`src/rtl/pipe_ctrl_pkg.sv`:
```
// Shared stall-code encoding for pipe_ctrl and every pipeline register it steers.
// NEXT advances a register, KEEP holds it, ZERO loads a bubble; 2'b11 is never driven.
package pipe_ctrl_pkg;

  typedef logic [1:0] stall_t;

  localparam stall_t STALL_NEXT = 2'b00;
  localparam stall_t STALL_KEEP = 2'b01;
  localparam stall_t STALL_ZERO = 2'b10;

endpackage

```
`src/rtl/pipe_ctrl_if.sv`:
```
// Hazard/busy inputs from the pipeline and the per-register stall codes back to it.
// master is the controller side, slave the pipeline side.
interface pipe_ctrl_if;
  import pipe_ctrl_pkg::*;

  logic   if_busy;
  logic   me_busy;
  logic   ex_busy;
  logic   id_load_use;
  logic   ex_branch_taken;
  logic   wb_exception_flag;
  logic   wb_mret;

  stall_t stall_pc;
  stall_t stall_if_id;
  stall_t stall_id_ex;
  stall_t stall_ex_me;
  stall_t stall_me_wb;
  logic   trap_redirect;

  modport master (
    input  if_busy, me_busy, ex_busy, id_load_use, ex_branch_taken,
           wb_exception_flag, wb_mret,
    output stall_pc, stall_if_id, stall_id_ex, stall_ex_me, stall_me_wb,
           trap_redirect
  );

  modport slave (
    output if_busy, me_busy, ex_busy, id_load_use, ex_branch_taken,
           wb_exception_flag, wb_mret,
    input  stall_pc, stall_if_id, stall_id_ex, stall_ex_me, stall_me_wb,
           trap_redirect
  );
endinterface

```
`src/rtl/pipe_ctrl_stall_counter.sv`:
```
// Free-running, wrapping count of cycles in which the PC was held.
module pipe_ctrl_stall_counter #(
  parameter int CNT_W = 32
) (
  input  logic             clk,
  input  logic             rst,
  input  logic             en,
  output logic [CNT_W-1:0] cnt
);

  always_ff @(posedge clk or negedge rst) begin
    if (!rst) begin
      cnt <= '0;
    end else if (en) begin
      cnt <= cnt + 1'b1;
    end
  end

endmodule

```
`src/rtl/pipe_ctrl.sv`:
```
// Central stall/flush controller: resolves pipeline hazards into per-register stall codes
// and sequences trap/mret redirects after outstanding bus transactions drain.
module pipe_ctrl
  import pipe_ctrl_pkg::*;
#(
  parameter int CNT_W = 32
) (
  input  logic             clk,
  input  logic             rst,
  pipe_ctrl_if.master      bus,
  output logic [CNT_W-1:0] stall_cnt
);

  typedef enum logic [1:0] {
    RUN   = 2'd0,
    DRAIN = 2'd1,
    REDIR = 2'd2
  } state_t;

  state_t state, state_nxt;
  logic   drop_fetch, drop_nxt;
  stall_t pc_c, if_id_c, id_ex_c, ex_me_c, me_wb_c;
  logic   redirect_c;

  always_comb begin
    state_nxt  = state;
    drop_nxt   = drop_fetch;
    pc_c       = STALL_NEXT;
    if_id_c    = STALL_NEXT;
    id_ex_c    = STALL_NEXT;
    ex_me_c    = STALL_NEXT;
    me_wb_c    = STALL_NEXT;
    redirect_c = 1'b0;

    if (!rst) begin
      pc_c    = STALL_KEEP;
      if_id_c = STALL_ZERO;
      id_ex_c = STALL_ZERO;
      ex_me_c = STALL_ZERO;
      me_wb_c = STALL_ZERO;
    end else begin
      case (state)
        RUN: begin
          if (bus.wb_exception_flag || bus.wb_mret) begin
            pc_c      = STALL_KEEP;
            if_id_c   = STALL_ZERO;
            id_ex_c   = STALL_ZERO;
            ex_me_c   = STALL_ZERO;
            me_wb_c   = STALL_ZERO;
            state_nxt = DRAIN;
          end else if (bus.me_busy) begin
            pc_c    = STALL_KEEP;
            if_id_c = STALL_KEEP;
            id_ex_c = STALL_KEEP;
            ex_me_c = STALL_KEEP;
            me_wb_c = STALL_ZERO;
          end else if (bus.ex_busy) begin
            pc_c    = STALL_KEEP;
            if_id_c = STALL_KEEP;
            id_ex_c = STALL_KEEP;
            ex_me_c = STALL_ZERO;
          end else begin
            // Taken branch beats load-use: the ID instruction is on the wrong path.
            if (bus.ex_branch_taken) begin
              if_id_c  = STALL_ZERO;
              id_ex_c  = STALL_ZERO;
              drop_nxt = drop_fetch | bus.if_busy;
            end else if (bus.id_load_use) begin
              pc_c    = STALL_KEEP;
              if_id_c = STALL_KEEP;
              id_ex_c = STALL_ZERO;
            end else if (bus.if_busy) begin
              pc_c    = STALL_KEEP;
              if_id_c = STALL_ZERO;
            end
            // A fetch issued before a redirect lands stale; squash it unless if_id is held.
            if (drop_fetch && !bus.if_busy && if_id_c != STALL_KEEP) begin
              if_id_c = STALL_ZERO;
              if (!bus.ex_branch_taken) drop_nxt = 1'b0;
            end
          end
        end
        DRAIN: begin
          pc_c    = STALL_KEEP;
          if_id_c = STALL_ZERO;
          id_ex_c = STALL_ZERO;
          ex_me_c = STALL_ZERO;
          me_wb_c = STALL_ZERO;
          if (!bus.if_busy && !bus.me_busy) begin
            state_nxt = REDIR;
            drop_nxt  = 1'b0;
          end
        end
        REDIR: begin
          redirect_c = 1'b1;
          if_id_c    = STALL_ZERO;
          id_ex_c    = STALL_ZERO;
          ex_me_c    = STALL_ZERO;
          me_wb_c    = STALL_ZERO;
          state_nxt  = RUN;
        end
        default: state_nxt = RUN;
      endcase
    end
  end

  always_ff @(posedge clk or negedge rst) begin
    if (!rst) begin
      state      <= RUN;
      drop_fetch <= 1'b0;
    end else begin
      state      <= state_nxt;
      drop_fetch <= drop_nxt;
    end
  end

  assign bus.stall_pc      = pc_c;
  assign bus.stall_if_id   = if_id_c;
  assign bus.stall_id_ex   = id_ex_c;
  assign bus.stall_ex_me   = ex_me_c;
  assign bus.stall_me_wb   = me_wb_c;
  assign bus.trap_redirect = redirect_c;

  pipe_ctrl_stall_counter #(
    .CNT_W (CNT_W)
  ) u_stall_counter (
    .clk (clk),
    .rst (rst),
    .en  (pc_c == STALL_KEEP),
    .cnt (stall_cnt)
  );

endmodule

```
`src/flat_wrapper.sv`:
```
// flat-port wrapper written by rule: the top's interface ports become plain ports
module pipe_ctrl_flat import pipe_ctrl_pkg::*;
#(
  parameter int CNT_W = 32
)
  (clk, rst, stall_cnt, bus_if_busy, bus_me_busy, bus_ex_busy, bus_id_load_use, bus_ex_branch_taken, bus_wb_exception_flag, bus_wb_mret, bus_stall_pc, bus_stall_if_id, bus_stall_id_ex, bus_stall_ex_me, bus_stall_me_wb, bus_trap_redirect);
  pipe_ctrl_if bus_i ();
  input  logic clk;
  input  logic rst;
  output logic [CNT_W-1:0] stall_cnt;
  input wire logic [$bits(bus_i.if_busy)-1:0] bus_if_busy;
  input wire logic [$bits(bus_i.me_busy)-1:0] bus_me_busy;
  input wire logic [$bits(bus_i.ex_busy)-1:0] bus_ex_busy;
  input wire logic [$bits(bus_i.id_load_use)-1:0] bus_id_load_use;
  input wire logic [$bits(bus_i.ex_branch_taken)-1:0] bus_ex_branch_taken;
  input wire logic [$bits(bus_i.wb_exception_flag)-1:0] bus_wb_exception_flag;
  input wire logic [$bits(bus_i.wb_mret)-1:0] bus_wb_mret;
  output wire logic [$bits(bus_i.stall_pc)-1:0] bus_stall_pc;
  output wire logic [$bits(bus_i.stall_if_id)-1:0] bus_stall_if_id;
  output wire logic [$bits(bus_i.stall_id_ex)-1:0] bus_stall_id_ex;
  output wire logic [$bits(bus_i.stall_ex_me)-1:0] bus_stall_ex_me;
  output wire logic [$bits(bus_i.stall_me_wb)-1:0] bus_stall_me_wb;
  output wire logic [$bits(bus_i.trap_redirect)-1:0] bus_trap_redirect;
  assign bus_i.if_busy = bus_if_busy;
  assign bus_i.me_busy = bus_me_busy;
  assign bus_i.ex_busy = bus_ex_busy;
  assign bus_i.id_load_use = bus_id_load_use;
  assign bus_i.ex_branch_taken = bus_ex_branch_taken;
  assign bus_i.wb_exception_flag = bus_wb_exception_flag;
  assign bus_i.wb_mret = bus_wb_mret;
  assign bus_stall_pc = bus_i.stall_pc;
  assign bus_stall_if_id = bus_i.stall_if_id;
  assign bus_stall_id_ex = bus_i.stall_id_ex;
  assign bus_stall_ex_me = bus_i.stall_ex_me;
  assign bus_stall_me_wb = bus_i.stall_me_wb;
  assign bus_trap_redirect = bus_i.trap_redirect;
  pipe_ctrl #(.CNT_W(CNT_W)) u_core (.clk(clk), .rst(rst), .bus(bus_i), .stall_cnt(stall_cnt));
endmodule
```
`config.mk`:
```
export PLATFORM = sky130hd
export DESIGN_NAME = pipe_ctrl_flat
export DESIGN_NICKNAME = d
export VERILOG_FILES = /design/src/rtl/pipe_ctrl_pkg.sv /design/src/rtl/pipe_ctrl_if.sv /design/src/rtl/pipe_ctrl_stall_counter.sv /design/src/rtl/pipe_ctrl.sv /design/src/flat_wrapper.sv
export SDC_FILE = /design/constraint.sdc
export NUM_CORES = 1
export LEC_CHECK = 0
export CORE_MARGIN = 2
export CORE_UTILIZATION = 53
export CTS_CLUSTER_DIAMETER = 150
export CTS_CLUSTER_SIZE = 16
export DETAILED_ROUTE_END_ITERATION = 12
export PLACE_DENSITY_LB_ADDON = 0.08
export SLEW_MARGIN = 20
export SYNTH_ARGS = -nofsm -noshare
export SYNTH_HDL_FRONTEND = slang
export SYNTH_SLANG_ARGS = --single-unit
```
`constraint.sdc`:
```
create_clock -name clk -period 5.5 [get_ports clk]
set_input_delay 0.825 -clock clk [delete_from_list [all_inputs] [get_ports clk]]
set_output_delay 0.825 -clock clk [all_outputs]
set_load 0.03 [all_outputs]
```
==> impl_metrics.env <==
export IMPL_layout_common_cells="clkdlybuf4s50_1 (48), dfrtp_1 (35), xor2_1 (25)"
export IMPL_power_switching_mw=0.424
export IMPL_main_combinational_cell_family_by_area_after_synthesis="simple AND/OR/NAND/NOR gates"
export IMPL_timing_final_crit_period_ns=3.91
export IMPL_synth_top_flop_cell="dfrtp_1"
export IMPL_globalplace_congestion=0.804
export IMPL_synth_distinct_cells=46
export IMPL_drive_above_1_share=0.0980
export IMPL_start_util=0.555
export IMPL_worst_path_arrival_ns=3.09
export IMPL_clock_power_share=0.175
export IMPL_layout_cells_non_filler=293
export IMPL_cts_setup_buffers=0
export IMPL_worstPathBufferInverterCount=4
export IMPL_finalSetupViolations=0
export IMPL_critical_path_max_stage_delay_ns=0.65
export IMPL_period_share=0.711
export IMPL_die_width_um=66.1
export IMPL_synth_edf_count=0
export IMPL_p_leak_nw=0.981
export IMPL_synth_top_cell_area_share=0.428
export IMPL_finalHoldViolations=0
export IMPL_placement_rows=22
export IMPL_cts_sinks=35
export IMPL_numCtsBuffers=5
export IMPL_detailroute_wirelength_met3_um=218
export IMPL_power_mw=1.01
export IMPL_path_common_cell="clkdlybuf4s50_1"
export IMPL_fin_ws_ns=1.59
export IMPL_syn_avg_cell_area_um2=10.5
export IMPL_drc_violation_count_after_routing=0
export IMPL_cts_tree="built"
export IMPL_p_int_mw=0.588
export IMPL_tns_ns=0
export IMPL_areaGrowthSynthToFinish_pct=27.8
export IMPL_ctsHtreeMaxLevel=2
export IMPL_worst_skew_pair_late_latency_ns=0.29
export IMPL_crit_path_start_kind="primary input"
export IMPL_yosys_warnings=0
export IMPL_yosys_top_cells_area="dfrtp_1 (43%), xor2_1 (11%), and4_1 (3.4%)"
export IMPL_timing_fmax_mhz=256
export IMPL_tightestPinTransition_ns=0.511
export IMPL_cp_top_family="buffers and inverters"
export IMPL_pin_count=52
export IMPL_numPlacedInstances=285
export IMPL_holdCritPathClass="reg -> reg"
export IMPL_via_count_of_the_first_global_routing_pass=1591
export IMPL_chipHeight_um=66.1
export IMPL_synth_area_leader_cell="dfrtp_1"
export IMPL_dr_pass1_iters=6
export IMPL_critical_path_max_fanout=27
export IMPL_detail_route_wl_per_cell_um=14.8
export IMPL_fin_skew_ns=0.0115
export IMPL_criticalPathCategory="in -> out"
export IMPL_power_sequential_fraction=0.353
export IMPL_post_synth_instance_area_um2=2050
export IMPL_top_signal_layer_used="met4"
export IMPL_post_synth_fa_ha_maj_area_fraction=0.0306
export IMPL_status="complete, no violations"
export IMPL_rsz0062_at_grt="false"
export IMPL_postCtsResizedCells=0
export IMPL_detailed_place_hpwl_um=3140
export IMPL_port_buffer_count=49
export IMPL_worstSetupEndpointType="primary output"
export IMPL_timing_max_transition_violations_final=0
export IMPL_cts_root_buf="clkbuf_8"
export IMPL_first_iter_violations=81
export IMPL_number_of_storage_elements_in_the_synthesis_netlist=35
export IMPL_worst_ep_required_time_ns=4.68
export IMPL_post_synth_mux_area_share=0.0159
export IMPL_clk_transition_reported_paths_ns=0.07
export IMPL_core_um2=3690
export IMPL_area_of_the_die_um2=4380
export IMPL_grt_remaining_overflow=0
export IMPL_grt_antenna_before_repair=0
export IMPL_pwr_share_comb=0.472
export IMPL_detail_route_wirelength_um=4330
export IMPL_met2_wirelength_um=2120
export IMPL_synth_compound_gate_area_share=0.0630
export IMPL_multi_input_area_um2=1080
export IMPL_layout_filler_cells=287
export IMPL_syn_inst=195
export IMPL_cts_hold_fix_buffers=0
export IMPL_synth_simple_gate_area_frac=0.282
export IMPL_mostFrequentLayoutCell="clkdlybuf4s50_1"
export IMPL_async_reset_ff_frac=1.00
export IMPL_irDropWorstVdd_uv=289
export IMPL_cts_root_to_sink_buffers=2
export IMPL_routedLengthMet1_um=1950
export IMPL_crit_slowest_cell="clkdlybuf4s50_1"
export IMPL_power_density_nw_per_um2=387
export IMPL_avgViaCountPerCell=5.60
export IMPL_drv_max_cap_violation_count=0
export IMPL_worstPathCellList="clkdlybuf4s50_1 > nor4_2 > o221a_1 > buf_4 > clkinv_1 > clkdlybuf4s50_1"
export IMPL_place_worst_setup_slack_ns=1.56
export IMPL_grt_first_pass_wirelength_um=7400
export IMPL_timing_max_slew_rel_slack=0.660
export IMPL_post_synthesis_sequential_area_ratio=0.428
export IMPL_routed_via_count=1641
export IMPL_grt_usage=0.217
export IMPL_antenna_left=0
export IMPL_grt_max_degree=45
export IMPL_nNetsFinal=258
export IMPL_register_area_um2=876
export IMPL_switching_share=0.419
export IMPL_antennaDiodeCount=0
export IMPL_synthXorXnorAreaFrac=0.133
power by group through the flow:
| stage | Combinational, mW | Clock, mW | Sequential (mW) |
|---|---|---|---|
| floorplan | 0.275 | 0 | 0.416 |
| global placement | 0.469 | 0 | 0.359 |
| detailed placement | 0.479 | 0 | 0.362 |
| CTS | 0.482 | 0.182 | 0.357 |
| global route | 0.515 | 0.192 | 0.365 |
| finish | 0.478 | 0.178 | 0.357 |
cell usage after synthesis (2+ instances only):
cell type,number
and2_1,4
o21ai_0,6
nor3_1,10
mux2_2,2
nand2_1,13
buf_2,3
dfrtp_1,35
nand4_1,9
nand3_1,5
and4_1,8
nor3b_1,3
ha_1,5
nand3b_1,2
buf_4,4
nand2b_1,3
a21oi_1,6
nor2_1,8
nor4_2,5
xnor2_1,6
nor4b_1,3
xor2_1,25
nor4_1,2
inv_1,3
and3_1,3
worst paths after layout:
path	startpoint	end	slack, ns	depth (start not counted)
worst max-delay path	bus_me_busy	bus_stall_pc[0]	1.59	6
worst min-delay path	u_core.u_stall_counter.cnt[31]	u_core.u_stall_counter.cnt[31]	0.47	1
worst max register to register	u_core.state[0]	u_core.u_stall_counter.cnt[10]	3.34	7
worst min register to register	u_core.u_stall_counter.cnt[31]	u_core.u_stall_counter.cnt[31]	0.47	1
max in group asynchronous	rst	u_core.u_stall_counter.cnt[14]	4.51	2
min in group asynchronous	rst	u_core.u_stall_counter.cnt[24]	0.63	2
stage by stage:
stage | instance area, µm² | utilization | hold slack (ns)
3_3_place_gp | 2530 | 0.687 | 0.457
4_1_cts | 2620 | 0.709 | 0.476
3_5_place_dp | 2530 | 0.687 | 0.461
2_1_floorplan | 2050 | - | 0.517
6_report | 2620 | 0.709 | 0.471
5_1_grt | 2620 | 0.709 | 0.499
state kept, by name, summed over array words and instances (netlist names):
| register | count |
|---|---|
| u_core.u_stall_counter.cnt | 32 |
| u_core.state | 2 |
| u_core.drop_fetch | 1 |
cells by family (layout without fill, tap and decap cells):
family | count (synthesis) | count (layout)
and+or+nand+nor | 86 | 86
DFF | 35 | 35
xor gates and xnor gates | 31 | 31
AOI/OAI and AO/OA | 19 | 19
buffers and inverters | 15 | 64
adders and majority gates | 5 | 5
muxes | 3 | 3
other | 1 | 2
routing by layer:
layer / vias up / GRT usage
met3: 6 / 0.0443
met1: 786 / 0.290
li1: 797 / -
met2: 52 / 0.358
met5: - / 0
met4: 0 / 0.0612
layout make-up:
type | instances | share of cell area
clock buffers | 7 | 0.0292
clock inverters | 1 | 0.00191
inverters | 5 | 0.00717
multi-input cells | 146 | 0.413
flip-flops and latches | 35 | 0.335
well taps | 48 | 0.0230
repair buffers | 51 | 0.191
No activity file was read; power rests on OpenSTA's default activity.
